[src/rtl/comparador_serial.sv]
// comparador_serial
//   Multi-cycle magnitude comparator for two N-bit words. A start request
//   latches both operands and the scan direction. After that the comparator
//   examines one bit per clock cycle:
//     - modo=0 scans MSB->LSB and stops at the first differing bit.
//     - modo=1 scans LSB->MSB over all N bits; the last differing bit wins.
//   The gt/eq/lt flags are loaded together with a one-cycle done pulse. They
//   then hold their value until the next done.
//
// Parameters
//   N        operand width in bits (N >= 2)
//   SIGNED   0 = unsigned compare, 1 = two's-complement compare
//
// Ports
//   clk       clock; all state changes on the rising edge
//   reset_L   asynchronous active-low reset
//   start     request; sampled only while idle
//   modo      scan direction (0 = MSB first, 1 = LSB first); sampled with start
//   wordA     operand A; sampled with start
//   wordB     operand B; sampled with start
//   busy      high while scanning and during the done cycle
//   done      one-cycle pulse when the result is loaded
//   gt/eq/lt  result of the last operation (exactly one high after the first done)
//   bits_cmp  number of bit positions examined in the last operation
module comparador_serial #(
  parameter int N      = 8,
  parameter bit SIGNED = 1'b0
) (
  input  logic                     clk,
  input  logic                     reset_L,
  input  logic                     start,
  input  logic                     modo,
  input  logic [N-1:0]             wordA,
  input  logic [N-1:0]             wordB,
  output logic                     busy,
  output logic                     done,
  output logic                     gt,
  output logic                     eq,
  output logic                     lt,
  output logic [$clog2(N+1)-1:0]   bits_cmp
);

  localparam int IW = $clog2(N);
  localparam int CW = $clog2(N+1);
  localparam logic [IW-1:0] IDX_MSB = IW'(N-1);

  typedef enum logic [1:0] {IDLE = 2'd0, SCAN = 2'd1, DONE = 2'd2} state_t;
  typedef enum logic [1:0] {RES_EQ = 2'd0, RES_GT = 2'd1, RES_LT = 2'd2} res_t;

  state_t          state, nxt_state;
  res_t            res, nxt_res, fin_res, bit_res;
  logic [N-1:0]    a_lat, b_lat, nxt_a, nxt_b;
  logic            modo_lat, nxt_modo;
  logic [IW-1:0]   idx, nxt_idx;
  logic [CW-1:0]   nxt_bits;
  logic            nxt_busy, nxt_done, nxt_gt, nxt_eq, nxt_lt;
  logic            finish;
  logic            bit_a, bit_b, differ, sign_pos, a_wins;

  // Verdict of the bit currently under scan. In a signed compare the sign bit
  // has inverted weight: A having a 1 there makes A the smaller value.
  always_comb begin
    bit_a    = a_lat[idx];
    bit_b    = b_lat[idx];
    differ   = bit_a ^ bit_b;
    sign_pos = (SIGNED != 1'b0) && (idx == IDX_MSB);
    a_wins   = bit_a ^ sign_pos;
    if (differ) begin
      bit_res = a_wins ? RES_GT : RES_LT;
    end else begin
      bit_res = RES_EQ;
    end
  end

  // Next-state and next-output logic for the IDLE/SCAN/DONE sequencer.
  always_comb begin
    nxt_state = state;
    nxt_res   = res;
    nxt_a     = a_lat;
    nxt_b     = b_lat;
    nxt_modo  = modo_lat;
    nxt_idx   = idx;
    nxt_bits  = bits_cmp;
    nxt_busy  = busy;
    nxt_done  = 1'b0;
    finish    = 1'b0;
    fin_res   = res;
    case (state)
      IDLE: begin
        if (start) begin
          nxt_state = SCAN;
          nxt_a     = wordA;
          nxt_b     = wordB;
          nxt_modo  = modo;
          nxt_idx   = modo ? {IW{1'b0}} : IDX_MSB;
          nxt_res   = RES_EQ;
          nxt_bits  = {CW{1'b0}};
          nxt_busy  = 1'b1;
        end else begin
          nxt_state = IDLE;
        end
      end
      SCAN: begin
        nxt_bits = bits_cmp + CW'(1'b1);
        if (!modo_lat) begin
          // MSB first: the first differing bit settles the compare.
          if (differ) begin
            finish  = 1'b1;
            fin_res = bit_res;
          end else if (idx == {IW{1'b0}}) begin
            finish  = 1'b1;
            fin_res = RES_EQ;
          end else begin
            nxt_idx = idx - IW'(1'b1);
          end
        end else begin
          // LSB first: every differing bit overrides the previous verdict,
          // so the most significant difference has the final say.
          if (differ) begin
            nxt_res = bit_res;
            fin_res = bit_res;
          end else begin
            fin_res = res;
          end
          if (idx == IDX_MSB) begin
            finish = 1'b1;
          end else begin
            nxt_idx = idx + IW'(1'b1);
          end
        end
        if (finish) begin
          nxt_state = DONE;
          nxt_done  = 1'b1;
        end else begin
          nxt_state = SCAN;
        end
      end
      DONE: begin
        nxt_state = IDLE;
        nxt_busy  = 1'b0;
      end
      default: begin
        nxt_state = IDLE;
        nxt_busy  = 1'b0;
      end
    endcase

    if (finish) begin
      nxt_gt = (fin_res == RES_GT);
      nxt_eq = (fin_res == RES_EQ);
      nxt_lt = (fin_res == RES_LT);
    end else begin
      nxt_gt = gt;
      nxt_eq = eq;
      nxt_lt = lt;
    end
  end

  // State, latched operands and registered outputs.
  always_ff @(posedge clk or negedge reset_L) begin
    if (!reset_L) begin
      state    <= IDLE;
      res      <= RES_EQ;
      a_lat    <= {N{1'b0}};
      b_lat    <= {N{1'b0}};
      modo_lat <= 1'b0;
      idx      <= {IW{1'b0}};
      bits_cmp <= {CW{1'b0}};
      busy     <= 1'b0;
      done     <= 1'b0;
      gt       <= 1'b0;
      eq       <= 1'b0;
      lt       <= 1'b0;
    end else begin
      state    <= nxt_state;
      res      <= nxt_res;
      a_lat    <= nxt_a;
      b_lat    <= nxt_b;
      modo_lat <= nxt_modo;
      idx      <= nxt_idx;
      bits_cmp <= nxt_bits;
      busy     <= nxt_busy;
      done     <= nxt_done;
      gt       <= nxt_gt;
      eq       <= nxt_eq;
      lt       <= nxt_lt;
    end
  end

endmodule

[config.mk]
export PLATFORM = sky130hd
export DESIGN_NAME = comparador_serial
export DESIGN_NICKNAME = d
export VERILOG_FILES = /design/src/rtl/comparador_serial.sv
export SDC_FILE = /design/constraint.sdc
export NUM_CORES = 1
export LEC_CHECK = 0
export CAP_MARGIN = 20
export CELL_PAD_IN_SITES_DETAIL_PLACEMENT = 0
export CELL_PAD_IN_SITES_GLOBAL_PLACEMENT = 1
export CORE_AREA = 2 2 73 75
export CTS_CLUSTER_DIAMETER = 200
export CTS_CLUSTER_SIZE = 12
export DETAILED_ROUTE_END_ITERATION = 7
export DIE_AREA = 0 0 75 77
export GPL_TIMING_DRIVEN = 0
export MAX_ROUTING_LAYER = met4
export PLACE_DENSITY_LB_ADDON = 0.2
export SLEW_MARGIN = 15
export SYNTH_ARGS = -nofsm -noshare
export SYNTH_HDL_FRONTEND = slang
export SYNTH_SLANG_ARGS = --single-unit
[constraint.sdc]
create_clock -name clk -period 3.45 [get_ports clk]
set_clock_uncertainty 0.15 [all_clocks]
set_input_delay 0.69 -clock clk [delete_from_list [all_inputs] [get_ports clk]]
set_output_delay 0.69 -clock clk [all_outputs]
set_load 0.005 [all_outputs]
# Yosys cells after proc, flatten, opt, wreduce, memory -nomap -nowiden
# Cells that the tools add are included.
# totals
out_inout_bits	9
inputBits	20
regBits	33
# op_classes
n_eq_ne	9
n_bitwise	2
n_reduce_logical	9
muxes	35
n_lt_le_gt_ge	1
n_addsub	3
# op_table
op	count
2-to-1 mux 2 bit	9
2-to-1 mux 3 bit	6
2-to-1 mux 1 bit	12
inequality test 3 bit (second input constant)	3
case mux 2 bit (2 select lines)	2
case mux 4 bit (2 select lines)	1
binary-select mux 1 bit (select 3 bit)	2
case mux 3 bit (2 select lines)	1
AND reduction 2 bit	3
AND reduction 5 bit	1
adder 4 x 1 -> 4 bit (second input constant)	1
equality test 2 x 1 -> 1 bit (second input constant)	2
logical NOT 2 bit	2
< comparator 3 x 4 -> 1 bit (second input constant)	1
2-to-1 mux 4 bit	1
inequality test 2 bit (second input constant)	2
adder 3 x 1 -> 3 bit (second input constant)	1
equality test 3 bit (second input constant)	1
logical NOT 3 bit	1
AND reduction 3 bit	1
subtractor 3 x 1 -> 3 bit (second input constant)	1
equality test 2 bit (second input constant)	1
case mux 1 bit (2 select lines)	1
nonzero test 2 bit	1
2 further kinds	2

# Longest topological paths before layout
# depth
ltp_word	8
ltp_mapped	8
mapped_depth_nobuf	7

# Least setup slack after synthesis
# OpenSTA, ideal clock, no wires.
# synth_timing
path_type	reg2reg
from	register idx[0]
to	register eq
t_arrival_ns	2.087
path_stages_with_launch	7
synth_period_minus_slack_ns	2.362
setup_time_ns	0.125
setup_slack_ns	1.088
path_cell_list	dfrtp_1 buf_6 mux4_1 mux2_4 xnor2_4 a31oi_4 mux2_4
# synth_between
elab_chain_len	7
# synth_lines
element	line_no	rtl
from (decl)	54	logic [IW-1:0] idx, nxt_idx;
from (signal assigned)	167	idx <= {IW{1'b0}};
from (signal assigned)	180	idx <= nxt_idx;
binary-select mux 1 bit (select 3 bit) (on tied branches)	63, 64	
2-to-1 mux 1 bit (on tied branches)	63, 64	
2-to-1 mux 2 bit / XOR 1 bit (equally long branches)	69, 65	
2-to-1 mux 2 bit, or another cell as far along	107	if (differ) begin
2-to-1 mux 2 bit / 2-to-1 mux 1 bit (equally long branches)	105	if (!modo_lat) begin
2-to-1 mux 2 bit / 2-to-1 mux 1 bit (equally long branches)	88	case (state)
logical NOT 2 bit / 2-to-1 mux 1 bit (equally long branches)	150, 88	
to (signal assigned)	185	eq <= nxt_eq;
to (decl)	38	output logic eq,
# Several ways; a longest one is shown, not always the timed one. The select of a mux whose other input is x is not followed.
# A chain may end at the register's enable or synchronous reset.

# Worst setup path in the final report
# Ends and elaborated chain as after synthesis.

==> impl_metrics.tcl <==
set metrics [dict create \
    synthMuxAreaShare 0.117 \
    final_nets 227 \
    worst_path_most_repeated_cell "mux2_4" \
    ys_seq_elements 32 \
    path_class "register to register" \
    grt-ovfl-total 0 \
    path_buf_inv 1 \
    outcome "finished clean" \
    fin_util 0.436 \
    post-synth-top-count-cell "nand2_1" \
    cp_top_family "multiplexers" \
    synth_fa_ha_area_frac 0.0193 \
    coreArea_um2 4980 \
    max_stage_delay_ns 0.55 \
    crit_fanout 9 \
    cts.clk_slew.worst_paths_ns 0.07 \
    post_cts_buffers 0 \
    max_freq_ghz 0.402 \
    grt_pass1_wl_mm 5.87 \
    setup_violations 0 \
    synth_edf_count 0 \
    p_leak_nw 1.00 \
    first_pass_iters 4 \
    min_period_ns 2.49 \
    finalWirelength_mm 3.55 \
    antennaDiodeCount 0 \
    cellPowerDensity_nw_per_um2 1100 \
    synthTopCellsByArea "dfrtp_1 (48%), nand2_1 (13%), mux4_2 (4.0%), mux2_4 (3.6%), o21ai_0 (2.4%)" \
    ir_drop_mv 0.339 \
    arrival_ns 2.51 \
    vias_per_cell 4.70 \
    cts.sinks 32 \
    drive_gt1_frac 0.126 \
    drcViolationCount 0 \
    async_reset_ff_frac 1.00 \
    vias 1298 \
    fp-row-count 26 \
    final_max_slew_viol_count 0 \
    multiInputGateArea_um2 825 \
    antenna_found_initial 0 \
    synth-xor-area-share 0.0216 \
    post-route-period-util 0.721 \
    cts_tree "yes" \
    die_x_um 75 \
    initial_utilization 0.338 \
    start_kind "register" \
    yosysWarnings 0 \
    rsz0062_at_grt "no" \
    nFillCells 493 \
    portBuffers 28 \
    synth_area_um2 1680 \
    avgSynthCellArea_um2 9.89 \
    final-hold-violation-count 0 \
    critical_path_required_ns 3.47 \
    cts_root_buf "clkbuf_8" \
    synthSimpleGateAreaFrac 0.209 \
    drt_iter0_drc 65 \
    dieArea_um2 5780 \
    grt_max_degree 33 \
    syn2layout_area_growth_pct 29.1 \
    setup-tns-final_ns 0 \
    crit_chain "buf_6, mux4_1, mux2_4, xnor2_4, a31oi_4, mux2_4" \
    seqCellArea_um2 801 \
    gp_congestion 0.842 \
    synth-compound-area-share 0.124 \
    h-tree-depth 2 \
    synthesis.nets 192 \
    place_hpwl_mm 2.58 \
    grt_pass1_vias 1243 \
    crit_path_end_kind "register" \
    netlist_instances 170 \
    yosysTopAreaCellShare 0.476 \
    die_h_um 77 \
    ys_seq_area_frac 0.476 \
    cts_inserted_buffers 5 \
    drv_cap 0 \
    grt_use_total 0.140 \
    synth_area_leader_cell "dfrtp_1" \
    synth_cell_types 41 \
    clock_path_buffers 2 \
    max_slew.worst_pin.slew_ns 0.707 \
    ios 29 \
    hp-class "primary input to async pin" \
    clk_latency_ns 0.28 \
    netlist_top_cells_count "nand2_1 (60), dfrtp_1 (32), nor2_1 (8), o21ai_0 (8), clkbuf_1 (7)" \
    slew_headroom 0.529 \
    synth_top_family_by_area "simple AND/OR/NAND/NOR gates" \
    cts_hold_buf 0 \
    wire_per_inst_um 12.9 \
    drt.antenna.violating_nets 0 \
    postSynth.topFlopCell "dfrtp_1" \
    cts_resized 0 \
    critPathSlowestCell "mux4_1" \
]
## routing by layer
layer | vias to the layer above | global-route usage | share of wire
met5 | - | - | 0
met4 | 0 | 0.0554 | 0.019
met3 | 7 | 0.0407 | 0.061
met2 | 31 | 0.208 | 0.47
met1 | 610 | 0.177 | 0.45
li1 | 650 | - | -
## metrics by stage
step | cells | hold slack (ns) | total power, mW | setup slack [ns] | instance area (um2)
finish | 276 | 0.298 | 2.38 | 0.964 | 2170
global route | 276 | 0.352 | 2.58 | 0.816 | 2170
CTS | 276 | 0.327 | 2.42 | 0.949 | 2170
detailed placement | 268 | 0.310 | 2.01 | 0.950 | 2040
global placement | 268 | 0.304 | 1.98 | 0.913 | 2050
floorplan | 170 | 0.244 | 1.68 | 1.09 | 1680
## cell families (layout without fill, tap and decap cells)
group | Yosys count | count (layout)
AOI/OAI and AO/OA | 27 | 27
xor gates and xnor gates | 2 | 2
adders and majority gates | 2 | 2
buffers and inverters | 13 | 49
DFF | 32 | 32
muxes | 11 | 11
and+or+nand+nor | 83 | 83
## placed cells by master, fill, tap and decap left out, drive strengths merged, types with 2 or more instances in the layout
cell type,n
a21oi,5
a31oi,2
a32o,2
buf,2
clkbuf,14
clkdlybuf4s50,27
dfrtp,32
inv,5
mux2,4
mux2i,3
mux4,4
nand2,60
nand3,2
nor2,8
nor3,2
o21ai,9
o2bb2ai,2
or2,2
## state kept, by name (all words and copies together) (netlist names)
signal	cells
eq	1
a_lat	8
res	2
lt	1
done	1
idx	3
b_lat	8
modo_lat	1
state	1
bits_cmp	4
gt	1
busy	1
## layout make-up
class,count,area share
multi-input cells,125,0.380
clock inverters,1,0.0138
plain buffers,8,0.0173
inverters,5,0.00865
flip-flops and latches,32,0.369
clock buffers,7,0.0444
repair buffers,28,0.127
well taps,70,0.0403
## final timing paths
kind	from	end	slack [ns]	cells past startpoint
min in group clk	a_lat[0]	a_lat[0]	0.32	2
min	reset_L	bits_cmp[3]	0.30	1
max reg2reg	idx[0]	eq	0.96	6
max	idx[0]	eq	0.96	6
max in group asynchronous	reset_L	b_lat[6]	2.39	1
min reg2reg	a_lat[0]	a_lat[0]	0.32	2
## where the power goes
part	internal (mW)	leakage (nW)	switching, mW
sequential	0.552	0.400	0.118
combinational	0.668	0.540	0.650
clock	0.255	0.0645	0.140
total	1.47	1.00	0.908
Power figures use the tool's default switching activity.
